<file path="src/rtl/tf328_pkg.sv">
// Shared TF328 CPU-side definitions: bus-cycle states, target codes and
// 68020 DSACK port-width encodings.
package tf328_pkg;

    typedef enum logic [2:0] {
        ST_IDLE,
        ST_DECODE,
        ST_READY,
        ST_COUNT,
        ST_ACK,
        ST_BERR,
        ST_HOLD
    } state_t;

    typedef enum logic [1:0] {
        TGT_NONE,
        TGT_RAM,
        TGT_Z2,
        TGT_IDE
    } tgt_t;

    localparam logic [1:0] DSACK_32   = 2'b00;
    localparam logic [1:0] DSACK_16   = 2'b01;
    localparam logic [1:0] DSACK_8    = 2'b10;
    localparam logic [1:0] DSACK_NONE = 2'b11;

    function automatic logic [1:0] dsack_code(input tgt_t tgt);
        case (tgt)
            TGT_RAM: return DSACK_32;
            TGT_Z2:  return DSACK_8;
            TGT_IDE: return DSACK_16;
            default: return DSACK_NONE;
        endcase
    endfunction

endpackage

</file>
<file path="src/rtl/cycle_term_ws_counter.sv">
// Loadable wait-state down-counter; holds at zero and flags it.
module ws_counter
    import tf328_pkg::*;
#(
    parameter int unsigned W = 3
) (
    input  logic         i_clk,
    input  logic         i_rst_n,
    input  logic         i_load,
    input  logic [W-1:0] i_val,
    input  logic         i_dec,
    output logic         o_zero
);

    logic [W-1:0] r_cnt;

    always_ff @(posedge i_clk or negedge i_rst_n) begin
        if (!i_rst_n) begin
            r_cnt <= '0;
        end else if (i_load) begin
            r_cnt <= i_val;
        end else if (i_dec && (r_cnt != '0)) begin
            r_cnt <= r_cnt - W'(1);
        end
    end

    assign o_zero = (r_cnt == '0);

endmodule

</file>
<file path="src/rtl/cycle_term.sv">
// TF328 bus-cycle terminator: DSACK with per-target wait states, IDE strobes
// and BERR on a claimed cycle that never becomes ready.
module cycle_term
    import tf328_pkg::*;
#(
    parameter int unsigned RAM_WS  = 0,
    parameter int unsigned Z2_WS   = 1,
    parameter int unsigned IDE_WS  = 4,
    parameter int unsigned TIMEOUT = 255
) (
    input  logic       CLKCPU,
    input  logic       RESET,
    input  logic       AS20,
    input  logic       RW20,
    input  logic       RAM_ACCESS,
    input  logic       RAM_WAIT,
    input  logic       Z2_ACCESS,
    input  logic       IDE_ACCESS,
    output logic [1:0] DSACK,
    output logic       BERR,
    output logic       IDE_RD,
    output logic       IDE_WR
);

    localparam int unsigned WS_MAX0 = (RAM_WS > Z2_WS) ? RAM_WS : Z2_WS;
    localparam int unsigned WS_MAX  = (WS_MAX0 > IDE_WS) ? WS_MAX0 : IDE_WS;
    localparam int unsigned WS_W    = (WS_MAX < 1) ? 1 : $clog2(WS_MAX + 1);
    localparam int unsigned TMO_W   = (TIMEOUT < 1) ? 1 : $clog2(TIMEOUT + 1);

    state_t          r_state;
    tgt_t            r_tgt;
    logic [1:0]      r_dsack;
    logic            r_berr;
    logic            r_ide_rd;
    logic            r_ide_wr;
    logic [TMO_W-1:0] r_tmo;

    tgt_t            w_tgt;
    logic            w_ws_load;
    logic [WS_W-1:0] w_ws_val;
    logic            w_ws_dec;
    logic            w_ws_zero;
    logic            w_tmo_hit;

    always_comb begin
        if (!RAM_ACCESS)      w_tgt = TGT_RAM;
        else if (!Z2_ACCESS)  w_tgt = TGT_Z2;
        else if (!IDE_ACCESS) w_tgt = TGT_IDE;
        else                  w_tgt = TGT_NONE;
    end

    always_comb begin
        w_ws_load = 1'b0;
        w_ws_val  = '0;
        w_ws_dec  = 1'b0;
        case (r_state)
            ST_IDLE: w_ws_load = 1'b1;
            ST_DECODE: begin
                w_ws_load = 1'b1;
                if (w_tgt == TGT_Z2)       w_ws_val = WS_W'(Z2_WS);
                else if (w_tgt == TGT_IDE) w_ws_val = WS_W'(IDE_WS);
            end
            ST_READY: begin
                w_ws_load = !RAM_WAIT;
                w_ws_val  = WS_W'(RAM_WS);
            end
            ST_COUNT: w_ws_dec = 1'b1;
            default: ;
        endcase
    end

    ws_counter #(.W(WS_W)) u_ws (
        .i_clk   (CLKCPU),
        .i_rst_n (RESET),
        .i_load  (w_ws_load),
        .i_val   (w_ws_val),
        .i_dec   (w_ws_dec),
        .o_zero  (w_ws_zero)
    );

    assign w_tmo_hit = (r_tmo == TMO_W'(TIMEOUT));

    // AS20 negation takes precedence over every state transition.
    always_ff @(posedge CLKCPU or negedge RESET) begin
        if (!RESET) begin
            r_state  <= ST_IDLE;
            r_tgt    <= TGT_NONE;
            r_dsack  <= DSACK_NONE;
            r_berr   <= 1'b1;
            r_ide_rd <= 1'b1;
            r_ide_wr <= 1'b1;
            r_tmo    <= '0;
        end else if (AS20) begin
            r_state  <= ST_IDLE;
            r_dsack  <= DSACK_NONE;
            r_berr   <= 1'b1;
            r_ide_rd <= 1'b1;
            r_ide_wr <= 1'b1;
            r_tmo    <= '0;
        end else begin
            case (r_state)
                ST_IDLE: begin
                    r_tmo   <= '0;
                    r_state <= ST_DECODE;
                end
                ST_DECODE: begin
                    r_tgt <= w_tgt;
                    case (w_tgt)
                        TGT_RAM: r_state <= ST_READY;
                        TGT_Z2:  r_state <= ST_COUNT;
                        TGT_IDE: begin
                            r_state  <= ST_COUNT;
                            r_ide_rd <= !RW20;
                            r_ide_wr <= RW20;
                        end
                        default: r_state <= ST_HOLD;
                    endcase
                end
                ST_READY: begin
                    if (!RAM_WAIT) begin
                        r_state <= ST_COUNT;
                    end else if (w_tmo_hit) begin
                        r_state <= ST_BERR;
                        r_berr  <= 1'b0;
                    end
                    if (!w_tmo_hit) r_tmo <= r_tmo + TMO_W'(1);
                end
                ST_COUNT: begin
                    if (w_ws_zero) begin
                        r_state <= ST_ACK;
                        r_dsack <= dsack_code(r_tgt);
                    end else if (w_tmo_hit) begin
                        r_state <= ST_BERR;
                        r_berr  <= 1'b0;
                    end
                    if (!w_tmo_hit) r_tmo <= r_tmo + TMO_W'(1);
                end
                ST_ACK, ST_BERR, ST_HOLD: r_state <= r_state;
                default: r_state <= ST_IDLE;
            endcase
        end
    end

    assign DSACK  = r_dsack | {2{AS20}};
    assign BERR   = r_berr | AS20;
    assign IDE_RD = r_ide_rd | AS20;
    assign IDE_WR = r_ide_wr | AS20;

endmodule

</file>
<file path="config.mk">
export PLATFORM = sky130hd
export DESIGN_NAME = cycle_term
export DESIGN_NICKNAME = d
export VERILOG_FILES = /design/src/rtl/tf328_pkg.sv /design/src/rtl/cycle_term_ws_counter.sv /design/src/rtl/cycle_term.sv
export SDC_FILE = /design/constraint.sdc
export NUM_CORES = 1
export LEC_CHECK = 0
export BUFFER_PORTS_ARGS = -buffer_cell sky130_fd_sc_hd__clkbuf_2
export CAP_MARGIN = 40
export CORE_MARGIN = 8
export CORE_UTILIZATION = 61
export DETAILED_ROUTE_END_ITERATION = 16
export HOLD_SLACK_MARGIN = 0.15
export PLACE_DENSITY_LB_ADDON = 0.08
export SETUP_SLACK_MARGIN = 0.05
export SLEW_MARGIN = 20
export SYNTH_ARGS = -nofsm -noshare
export SYNTH_HDL_FRONTEND = slang
export SYNTH_SLANG_ARGS = --single-unit
</file>
<file path="constraint.sdc">
create_clock -name CLKCPU -period 4.9 [get_ports CLKCPU]
set_clock_uncertainty 0.05 [all_clocks]
set_input_delay 0.735 -clock CLKCPU [delete_from_list [all_inputs] [get_ports CLKCPU]]
set_output_delay 0.735 -clock CLKCPU [all_outputs]
set_load 0.02 [all_outputs]
</file>
== After elaboration in Yosys (flattened, before gate mapping) ==
Cells that the tools add are included.
Word-level totals
  bits of input ports: 8
  word-level logic and storage cells: 88
  flip-flop bits (word level): 21
Cells by class
  bitwise operators: 5
  multiplexer cells: 34
  equal/unequal tests: 17
  reduce and logical (&&, ||, !) cells: 22
  add/subtract/negate cells: 2
Operators with widths (number)
  two-way mux 3 bit: 9
  two-way mux 8 bit: 2
  one-hot mux 8 bit (2 select lines): 1
  one-hot mux 3 bit (5 select lines): 1
  two-way mux 2 bit: 6
  two-way mux 1 bit: 11
  nonzero test 2 bit: 5
  == test 3 bit (second input constant): 3
  inequality test 3 bit (second input constant): 3
  nonzero test 3 bit: 3
  adder 8 x 1 -> 8 bit (second input constant): 1
  == test 2 bit (second input constant): 4
  == test 8 bit (second input constant): 1
  AND reduction 2 bit: 4
  == test 3 x 2 -> 1 bit (second input constant): 2
  zero test 3 bit: 2
  one-hot mux 2 bit (3 select lines): 1
  one-hot mux 3 bit (2 select lines): 1
  OR reduction 2 bit: 3
  == test 2 x 1 -> 1 bit (second input constant): 2
  one-hot mux 1 bit (2 select lines): 2
  == test 3 x 1 -> 1 bit (second input constant): 1
  bitwise OR 1 bit: 3
  AND reduction 3 bit: 1
  7 further kinds: 8

== Depth between registers and ports, before layout ==
Gate-level depths: netlist (run 1).
  depth after elaboration: 8
  depth in mapped cells: 6
  mapped depth without buffers: 6

== Modules after synthesis ==
From an unflattened synthesis (run 1), not the netlist that was laid out.
Second synthesis, totals
  cell total of the unflattened synthesis: 147
  area total of the unflattened synthesis: 1350.0 um^2
By module, submodules not included
  cycle_term: cells an instance 128, times used 1, seq. area each 456.7 um^2, area an instance 1159.9 um^2
  ws_counter: cells an instance 19, times used 1, seq. area each 75.1 um^2, area an instance 190.2 um^2

== Worst setup path after synthesis (run 1) ==
No wires, ideal clock.
  kind: input -> output
  start point: input port AS20
  end point: output port DSACK[1]
  stages on the path: 3
  setup slack: 2682 ps
  arrival time: 1433 ps
  buffers on the path: 2
  data required time: 4115 ps
  cells stage by stage: clkbuf_1 > clkbuf_1 > or2_2
On the way
  longest elaborated chain between the ends: 1
RTL lines
  from (decl): RTL line cycle_term.sv:13  | input logic AS20,
  bitwise OR 2 bit: RTL line cycle_term.sv:144  | assign DSACK = r_dsack | {2{AS20}};
  to (decl): RTL line cycle_term.sv:19  | output logic [1:0] DSACK,
Every way passes these cells.

== Worst setup path after layout (run 1) ==
Ends and elaborated chain as after synthesis.

==> impl_metrics.toml, run 1 <==
[status]
run_status = "complete, no violations"

[clock_network]
clkSlewWorstSetupHoldPaths_ns = 0.12
number_of_buffers_added_for_setup_after_cts = 0
post_cts_hold_buffer_count = 0
clock_path_buffers = 2
cts_num_sinks = 21
tritoncts = "done"
clk-insertion-delay-late_ns = 0.30
postCtsResizedCells = 0
clockRootBuffer = "sky130_fd_sc_hd__clkbuf_4"
cts_buffers = 3
ctsHtreeMaxLevel = 1

[timing]
hold_viol_final = 0
setup-tns-final_ns = 0
worst-slew-pin-transition_ns = 0.542
fmaxAchievable_ghz = 0.437
max_slew_margin_pct = 63.8
final.min_clock_period_ns = 2.29
setup_repair_after_global_routing_missed_its_margin = "no"
period_share_pct = 46.7
finalSetupViolCount = 0
slew_violations = 0

[critical_path]
critPathKind = "in -> out"
regToRegStartpoint = "r_tmo[0]"
startpoint = "AS20"
sort_of_element_at_the_end_of_the_critical_path = "output port"
timing.critical_path.arrival_ns = 1.50
cp-start-kind = "primary input"
critical_path_required_ns = 4.12
cp_max_fo = 21

[logic_synthesis]
synth_adder_area_share_pct = 4.98
combinational_family_with_the_most_area_after_synthesis = "simple AND/OR/NAND/NOR gates"
postSynthAreaPerCell_um2 = 9.17
synth_simple_gate_area_share_pct = 26.5
synth.mux.area_fraction_pct = 2.49
seq_total_area_yosys_pct = 42.3
xor_xnor_share_of_the_synthesized_area_pct = 1.39
postSynth.asyncResetShare_pct = 100
synth_nets = 150
synthesis.area_um2 = 1260
synth-edff-count = 0
synth_compound_gate_area_share_pct = 18.3
synth_cell_types = 41
syn-instance-count = 137
ys_seq_elements = 21
synth_flop_cell = "sky130_fd_sc_hd__dfrtp_1"
syn_warnings = 0

[power_and_ir_drop]
p_sw_share_pct = 39.2
leakage_nw = 0.616
p_clk_share_pct = 15.4
switchingPower_uw = 205
pwr-share-seq_pct = 47.3
cell_internal_pwr_uw = 319
power.density_nw_per_um2 = 386
p_comb_share_pct = 37.3
ir_worst_vdd_mv = 0.289

[floorplanning]
initial_standard_cell_utilization_of_the_core_pct = 64.0
floorplan.die.height_um = 61.4
die_w_um = 61.4
rows = 16
die_area_um2 = 3770
core_area_um2 = 1960
io-pin-count = 13

[global_routing]
grt-ovfl-total = 0
antenna_found_initial = 0
wire_length_of_the_first_global_routing_pass_mm = 4.56
globalRouteTotalUtil_pct = 15.9
grt_pass1_vias = 1071
grt_max_degree = 22

[route]
drt_first_pass_iters = 4
avgViaCountPerCell = 5.97
routed_wire_length_mm = 2.53
route.detailed.wl_per_inst_um = 14.5
dr.first_iter.drc_count = 21
drt.antenna.violating_nets = 0
route.vias.total = 1044
count_of_unresolved_drc_violations_after_routing = 0

[finish]
mostFrequentLayoutCell = "sky130_fd_sc_hd__dfrtp_1"
post-route-util_pct = 69.2
finalNetCount = 162
layout_common_cells = "16 x sky130_fd_sc_hd__dfrtp_1, 12 x sky130_fd_sc_hd__clkbuf_2"
antenna_cells_inserted = 0
layout-drive-gt1-share_pct = 20.9
final.fill_count = 180
syn_to_final_growth_pct = 8.07

[job]
max_cap_viol_count = 0

[placed_design]
finalWeightedCongestion = 0.773
place_hpwl_mm = 1.94
port-buffer-count = 12

[hold_path]
hold_path.class = "in -> async"
[flip-flops by register name, indices dropped and copies added, names as in the netlist]
| signal | flops |
|---|---|
| r_ide_rd | 1 |
| r_tgt | 2 |
| r_tmo | 8 |
| r_ide_wr | 1 |
| r_berr | 1 |
| r_dsack | 2 |
| u_ws.r_cnt | 3 |
| r_state | 3 |
[power by group through the flow]
stage | Clock (mW) | Combinational (mW) | Sequential [mW]
2_1_floorplan | 0 | 0.173 | 0.221
6_report | 0.0808 | 0.195 | 0.248
3_3_place_gp | 0 | 0.186 | 0.246
4_1_cts | 0.0847 | 0.195 | 0.246
3_5_place_dp | 0 | 0.194 | 0.249
5_1_grt | 0.0938 | 0.221 | 0.254
[final cells by class]
| cell class | instances | area (um2) | area share [%] |
|---|---|---|---|
| inverters | 8 | 30.0 | 2.21 |
| multi-input cells | 103 | 674 | 49.7 |
| clock buffers | 3 | 22.5 | 1.66 |
| clock inverters | 1 | 5.00 | 0.369 |
| well taps | 27 | 33.8 | 2.49 |
| flip-flops and latches | 21 | 532 | 39.2 |
| repair buffers | 12 | 60.1 | 4.42 |
[worst max-delay path: stages]
cell                       delay [ns]
sky130_fd_sc_hd__clkbuf_2        0.24
sky130_fd_sc_hd__or2_2           0.36
sky130_fd_sc_hd__clkbuf_2        0.16
[final timing paths]
path | cells after the start | slack (ns) | end
worst max-delay path | 3 | 2.61 | DSACK[1]
worst min-delay path | 1 | 0.34 | r_tgt[1]
worst max register to register | 5 | 2.93 | r_tmo[3]
worst min register to register | 2 | 0.50 | r_berr
max in group asynchronous | 1 | 4.11 | r_dsack[1]
min in group CLKCPU | 2 | 0.50 | r_berr
[Yosys cell counts, types with 3 or more instances]
library cell	instances	area (um2)
sky130_fd_sc_hd__dfrtp_1	16	400
sky130_fd_sc_hd__a21oi_1	10	50.1
sky130_fd_sc_hd__nand2_1	10	37.5
sky130_fd_sc_hd__nor2_1	10	37.5
sky130_fd_sc_hd__o21ai_0	10	50.1
sky130_fd_sc_hd__inv_1	8	30.0
sky130_fd_sc_hd__or2_2	6	37.5
sky130_fd_sc_hd__dfstp_2	5	131
sky130_fd_sc_hd__ha_1	5	62.6
sky130_fd_sc_hd__clkbuf_1	4	15.0
sky130_fd_sc_hd__nand2b_1	4	25.0
sky130_fd_sc_hd__nor2b_1	4	25.0
sky130_fd_sc_hd__a211o_1	3	26.3
sky130_fd_sc_hd__nand3_1	3	15.0
sky130_fd_sc_hd__nand3b_1	3	22.5
sky130_fd_sc_hd__nand4_1	3	18.8
sky130_fd_sc_hd__nor3b_1	3	22.5
[routing by layer]
layer	wire, um	GRT usage (%)	share of wire, %
met1	1170	20.1	46
met2	1290	26.4	51
met3	52	3.13	2.1
met4	14	4.87	0.55
met5	0	0	0
[cells by family (layout without fill, tap and decap cells)]
kind of cell,Yosys count,count (layout)
fa+ha+maj,5,5
flops,21,21
compound gates,35,35
mux,3,3
buf+inv,13,24
xor+xnor,2,2
simple gates,58,58
[per-stage QoR]
stage	hold WS (ns)	instance area [um2]	power, mW	worst slack [ns]	instances
5_1_grt	0.353	1360	0.569	2.55	175
3_3_place_gp	0.474	1330	0.432	2.62	171
4_1_cts	0.346	1360	0.526	2.60	175
2_1_floorplan	0.389	1260	0.394	2.68	137
6_report	0.336	1360	0.524	2.61	175
3_5_place_dp	0.485	1330	0.444	2.60	171
(Power assumes the default switching activity.)
==> run 2: changes to the inputs <==
ABC_AREA = 1   (was default)
CORE_UTILIZATION = 57   (was 61)
clock period = 2.31 ns   (was 4.9 ns; I/O delays follow)
==> run 2 against run 1 <==
Effect of this change:
- routed wire length is 7.7% higher
- synthesized cell count is 25% higher
- clock power is 120% higher
- via count is 10% higher
- worst hold slack worse by 0.13 ns
- setup slack worse by 1.9 ns
- utilization is 4.2 points lower
- power is 130% higher
- flip-flop and latch count stayed put
- critical path depth is 5 higher
- die area is 7.9% higher
- largest cell class unchanged
- largest power group unchanged
==> impl_metrics.toml, run 2 <==
[status]
run_status = "complete, no violations"

[logic_synthesis]
synth_common_cells = "42 x sky130_fd_sc_hd__nand2_1, 23 x sky130_fd_sc_hd__inv_1, 16 x sky130_fd_sc_hd__dfrtp_1, 16 x sky130_fd_sc_hd__nor2_1, 14 x sky130_fd_sc_hd__nand3_1"
synth-edff-count = 0
xor_xnor_share_of_the_synthesized_area_pct = 0.674
synth_largest_type_area_fraction_pct = 30.8
ys_seq_elements = 21
syn-instance-count = 171
postSynth.asyncResetShare_pct = 100
yosysMostFrequentCell = "sky130_fd_sc_hd__nand2_1"
combinational_family_with_the_most_area_after_synthesis = "simple AND/OR/NAND/NOR gates"
yosys.area.top_type = "sky130_fd_sc_hd__dfrtp_1"
syn_warnings = 0
synth_nets = 184
synth_compound_gate_area_share_pct = 12.7
postSynthAreaPerCell_um2 = 7.60
synth_area_leaders = "sky130_fd_sc_hd__dfrtp_1 31%, sky130_fd_sc_hd__nand2_1 12%, sky130_fd_sc_hd__dfstp_2 10%"
seq_total_area_yosys_pct = 40.9
synth_flop_cell = "sky130_fd_sc_hd__dfrtp_1"
synthesis.area_um2 = 1300
synth_adder_area_share_pct = 4.81
synth.mux.area_fraction_pct = 0
synth_simple_gate_area_share_pct = 32.9
synth_cell_types = 28

[critical_path]
critPathKind = "reg -> reg"
cp_max_fo = 6
critical_path_required_ns = 2.45
timing.critical_path.arrival_ns = 1.77
cp-start-kind = "register"
sort_of_element_at_the_end_of_the_critical_path = "register"

[floorplanning]
rows = 17
initial_standard_cell_utilization_of_the_core_pct = 59.3
core_area_um2 = 2190
io-pin-count = 13
die_w_um = 63.8
die_area_um2 = 4060
floorplan.die.height_um = 63.8

[route]
drt_first_pass_iters = 4
dr.first_iter.drc_count = 46
count_of_unresolved_drc_violations_after_routing = 0
route.detailed.wl_per_inst_um = 12.7
avgViaCountPerCell = 5.38
routed_wire_length_mm = 2.73
route.vias.total = 1151
drt.antenna.violating_nets = 0

[global_routing]
grt-ovfl-total = 0
grt_pass1_vias = 1143
antenna_found_initial = 0
grt_max_degree = 22
globalRouteTotalUtil_pct = 14.3
wire_length_of_the_first_global_routing_pass_mm = 4.80

[placed_design]
dp.cells = 209
dpl-instance-area_um2 = 1390
finalWeightedCongestion = 0.913
port-buffer-count = 12
place_hpwl_mm = 2.18
place_worst_setup_slack_ns = 0.698

[clock_network]
clock_path_buffers = 2
ctsHtreeMaxLevel = 1
clkSlewWorstSetupHoldPaths_ns = 0.12
cts_num_sinks = 21
post_cts_hold_buffer_count = 1
number_of_buffers_added_for_setup_after_cts = 0
cts_buffers = 3
clockRootBuffer = "sky130_fd_sc_hd__clkbuf_4"
clk-insertion-delay-late_ns = 0.31
postCtsResizedCells = 0
tritoncts = "done"

[finish]
layout_common_cells = "42 x sky130_fd_sc_hd__nand2_1, 23 x sky130_fd_sc_hd__inv_1, 16 x sky130_fd_sc_hd__nor2_1, 16 x sky130_fd_sc_hd__dfrtp_1, 14 x sky130_fd_sc_hd__nand3_1"
regMostFlops = "r_tmo"
final.fill_count = 199
layout.cells.non_filler = 214
layout-drive-gt1-share_pct = 19.9
syn_to_final_growth_pct = 9.53
mostFrequentLayoutCell = "sky130_fd_sc_hd__nand2_1"
fin_area_um2 = 1420
finalNetCount = 200
max_ffs_per_register = 8
antenna_cells_inserted = 0
biggest_regs = "r_tmo (8), r_state (3), u_ws.r_cnt (3)"
post-route-util_pct = 65.0

[timing]
hold_slack_ns = 0.205
setup_ws_ns = 0.685
finalSetupViolCount = 0
setup-tns-final_ns = 0
fmaxAchievable_ghz = 0.615
hold_viol_final = 0
worst-slew-pin-transition_ns = 0.523
period_share_pct = 70.4
final.min_clock_period_ns = 1.63
slew_violations = 0
max_slew_margin_pct = 65.1
setup_repair_after_global_routing_missed_its_margin = "no"

[power_and_ir_drop]
design_power_total_mw = 1.20
ir_worst_vdd_mv = 0.716
leakage_nw = 0.701
power.density_nw_per_um2 = 845

[hold_path]
hold_path.class = "in -> reg"

[job]
max_cap_viol_count = 0
-- run 2: per-layer routing --
layer  vias up  share of wire, %  global-route usage [%]
met1       532                40                    15.6
met5         -                 0                       0
met3         9               3.7                    2.61
met2        23                53                    25.0
li1        587                 -                       -
met4         0               3.3                    9.47
-- run 2: cells by family (layout without fill, tap and decap cells) --
logic type,Yosys count,in the layout
and+or+nand+nor,90,90
AOI/OAI and AO/OA,27,27
buffers and inverters,27,42
DFF,21,21
adders and majority gates,5,5
xor gates and xnor gates,1,1
-- run 2: final cells by class --
cell class / instances / area [um2] / share of cell area (%)
Clock buffer: 4 / 26.3 / 1.85
Inverter: 25 / 96.3 / 6.77
Multi-Input combinational cell: 123 / 664 / 46.7
Sequential cell: 21 / 532 / 37.3
Tap cell: 28 / 35.0 / 2.46
Timing Repair Buffer: 13 / 70.1 / 4.92
-- run 2: power by group --
group / internal, mW / total, mW / switching, mW
clock: 0.0674 / 0.178 / 0.110
combinational: 0.173 / 0.502 / 0.329
sequential: 0.448 / 0.524 / 0.0763
total: 0.688 / 1.20 / 0.516
-- run 2: final timing paths --
path                            from             to  slack [ns]  cells past startpoint
max in group asynchronous      RESET     r_dsack[1]        1.37                      2
setup reg to reg            r_tmo[0]     r_state[1]        0.68                      8
min in group asynchronous      RESET       r_tmo[6]        0.48                      2
setup / recovery            r_tmo[0]     r_state[1]        0.68                      8
hold / removal             Z2_ACCESS  u_ws.r_cnt[0]        0.20                      2
hold reg to reg             r_tgt[0]       r_tgt[0]        0.46                      2
-- run 2: critical path, cell delays in order, from the launching register on --
cell	delay, ns
sky130_fd_sc_hd__dfrtp_1	0.46
sky130_fd_sc_hd__ha_1	0.26
sky130_fd_sc_hd__nand2_2	0.10
sky130_fd_sc_hd__nor2_4	0.12
sky130_fd_sc_hd__nand2_2	0.10
sky130_fd_sc_hd__inv_1	0.14
sky130_fd_sc_hd__nor2_1	0.06
sky130_fd_sc_hd__o21ai_1	0.13
sky130_fd_sc_hd__o21ai_0	0.10
==> run 3: changes to the inputs <==
CORE_UTILIZATION = 52   (was 57)
clock period = 1.3 ns   (was 2.31 ns; I/O delays follow)
==> run 3 against run 2 <==
Effect of this change:
- utilization increased by 15 points
- clock power increased by 85%
- final cell count increased by 18%
- the flow now finishes with violations (negative setup slack)
- fmax increased by 14%
- cell area increased by 36%
- register-to-register slack got worse by 0.81 ns
- setup slack got worse by 0.81 ns
==> impl_metrics.toml, run 3 (synthesized netlist as in run 2, its figures left out) <==
[floorplanning]
floorplan.die.height_um = 66
io-pin-count = 13
die_w_um = 66
initial_standard_cell_utilization_of_the_core_pct = 53.4
die_area_um2 = 4360
rows = 18
core_area_um2 = 2430

[route]
count_of_unresolved_drc_violations_after_routing = 0
routed_wire_length_mm = 3.41
avgViaCountPerCell = 5.19
drt.antenna.violating_nets = 0
route.detailed.wl_per_inst_um = 13.5
route.vias.total = 1309
dr.first_iter.drc_count = 46
drt_first_pass_iters = 5

[hold_path]
hold_path.class = "in -> reg"
hold-path-endpoint = "r_berr"
hp-start = "RAM_WAIT"
worst_hold_depth = 4

[critical_path]
timing.critical_path.slowest_stage_cell = "sky130_fd_sc_hd__dfrtp_1"
cp-start-kind = "register"
sort_of_element_at_the_end_of_the_critical_path = "register"
timing.critical_path.cells = "ha_2, nand2_2, nor2_4, nand2_4, buf_4, inv_4, nor2_1, o21ai_1, o21ai_1"
critical-path-top-delay-family = "flip-flops"
crit_path_max_incr_delay_ns = 0.38
reg2regPathDepth = 9
cp_max_fo = 4
critical_path_buf_inv_count = 2
regToRegStartpoint = "r_tmo[0]"
timing.critical_path.arrival_ns = 1.58
reg2reg_to = "r_state[1]"
critical_path_required_ns = 1.45
critical_path.most_common_cell = "sky130_fd_sc_hd__o21ai_1"
flop_to_flop_setup_slack_ns = -0.13
critPathKind = "reg -> reg"

[timing]
final.min_clock_period_ns = 1.43
setup_ws_ns = -0.129
hold_viol_final = 0
max_slew_margin_pct = 64.9
period_share_pct = 110
worst-slew-pin-transition_ns = 0.526
fmaxAchievable_ghz = 0.700
setup_repair_after_global_routing_missed_its_margin = "yes"
slew_violations = 0
finalSetupViolCount = 17

[job]
max_cap_viol_count = 0

[power_and_ir_drop]
leakage_nw = 0.943
ir_worst_vdd_mv = 1.27
power.density_nw_per_um2 = 1510

[finish]
syn_to_final_growth_pct = 48.8
max_ffs_per_register = 8
layout.cells.non_filler = 252
biggest_regs = "r_tmo (8), r_state (3), u_ws.r_cnt (3)"
antenna_cells_inserted = 0
post-route-util_pct = 79.5
layout-drive-gt1-share_pct = 46.4
layout_common_cells = "35 x sky130_fd_sc_hd__nand2_1, 29 x sky130_fd_sc_hd__buf_4, 18 x sky130_fd_sc_hd__inv_1, 13 x sky130_fd_sc_hd__dfrtp_1"
mostFrequentLayoutCell = "sky130_fd_sc_hd__nand2_1"
regMostFlops = "r_tmo"
finalNetCount = 236

[clock_network]
clk-insertion-delay-late_ns = 0.31
clkSlewWorstSetupHoldPaths_ns = 0.13
cts_num_sinks = 21
cts_buffers = 3
ctsHtreeMaxLevel = 1
tritoncts = "done"
clock_path_buffers = 2
clockRootBuffer = "sky130_fd_sc_hd__clkbuf_4"

[global_routing]
gr-max-usage-layer = "met2"
globalRouteTotalUtil_pct = 16.9
grt-ovfl-total = 0
use_met3_pct = 4.24
grt_max_degree = 22
groute.layer.met1.usage_pct = 19.0
grt_pass1_vias = 1363
use_met2_pct = 29.0
antenna_found_initial = 0
wire_length_of_the_first_global_routing_pass_mm = 5.84

[placed_design]
dp.cells = 232
port-buffer-count = 12
place_hpwl_mm = 2.35
finalWeightedCongestion = 0.837

[status]
run_status = "finished, violations left"
violations = "negative setup slack"
-- run 3: worst min-delay path, cell delays in order --
cell and delay (ns):
sky130_fd_sc_hd__clkbuf_2 0.08, sky130_fd_sc_hd__nor2_2 0.04, sky130_fd_sc_hd__nand3_1 0.12, sky130_fd_sc_hd__a31oi_1 0.10
-- run 3: area by class of cell --
cell class              count  area [um2]
repair buffers             49         413
multi-input cells         123         823
flip-flops and latches     21         536
inverters                  25        98.8
well taps                  30        37.5
fillers                   171         498
clock buffers               4        26.3
-- run 3: per-layer routing --
| metal | vias up | wire (um) | part of all wire, % |
|---|---|---|---|
| met2 | 24 | 1810 | 53 |
| met4 | 0 | 66 | 1.9 |
| met3 | 6 | 106 | 3.1 |
| met5 | - | 0 | 0 |
| li1 | 660 | - | - |
| met1 | 619 | 1430 | 42 |
-- run 3: what timing repair did --
item                                    in CTS  in global routing
hold buffers                                 4                  0
pin swaps                                   12                 18
endpoints found under the setup margin      26                 26
buffers inserted                             7                  6
hold endpoints to repair                    19                  0
resized for setup                           40                 36
-- run 3: worst max-delay path by stage --
stage | start | end | depth (start not counted)
after floorplan | r_tmo[0] | r_tmo[5] | 8
after global placement | r_tmo[0] | r_tmo[7] | 8
after detailed placement | r_tmo[0] | r_tmo[5] | 8
after CTS | r_tmo[1] | r_tmo[5] | 8
after global routing | r_tmo[0] | r_tmo[5] | 8
final | r_tmo[0] | r_state[1] | 9
-- run 3: through the flow --
stage / TNS [ns] / instance area, um2 / power, mW / worst slack (ns) / hold WS [ns]
CTS: -1.30 / 1790 / 2.57 / -0.118 / 0.183
global route: -2.72 / 1930 / 3.15 / -0.220 / 0.191
global placement: -0.606 / 1550 / 2.03 / -0.0751 / 0.141
floorplan: -0.447 / 1300 / 1.63 / -0.0933 / -0.151
finish: -1.10 / 1930 / 2.92 / -0.129 / 0.176
detailed placement: -1.23 / 1550 / 2.07 / -0.121 / 0.145
-- run 3: where the power goes --
group	switching (mW)	internal (mW)
clock network	0.210	0.120
logic	0.901	0.739
registers	0.153	0.804
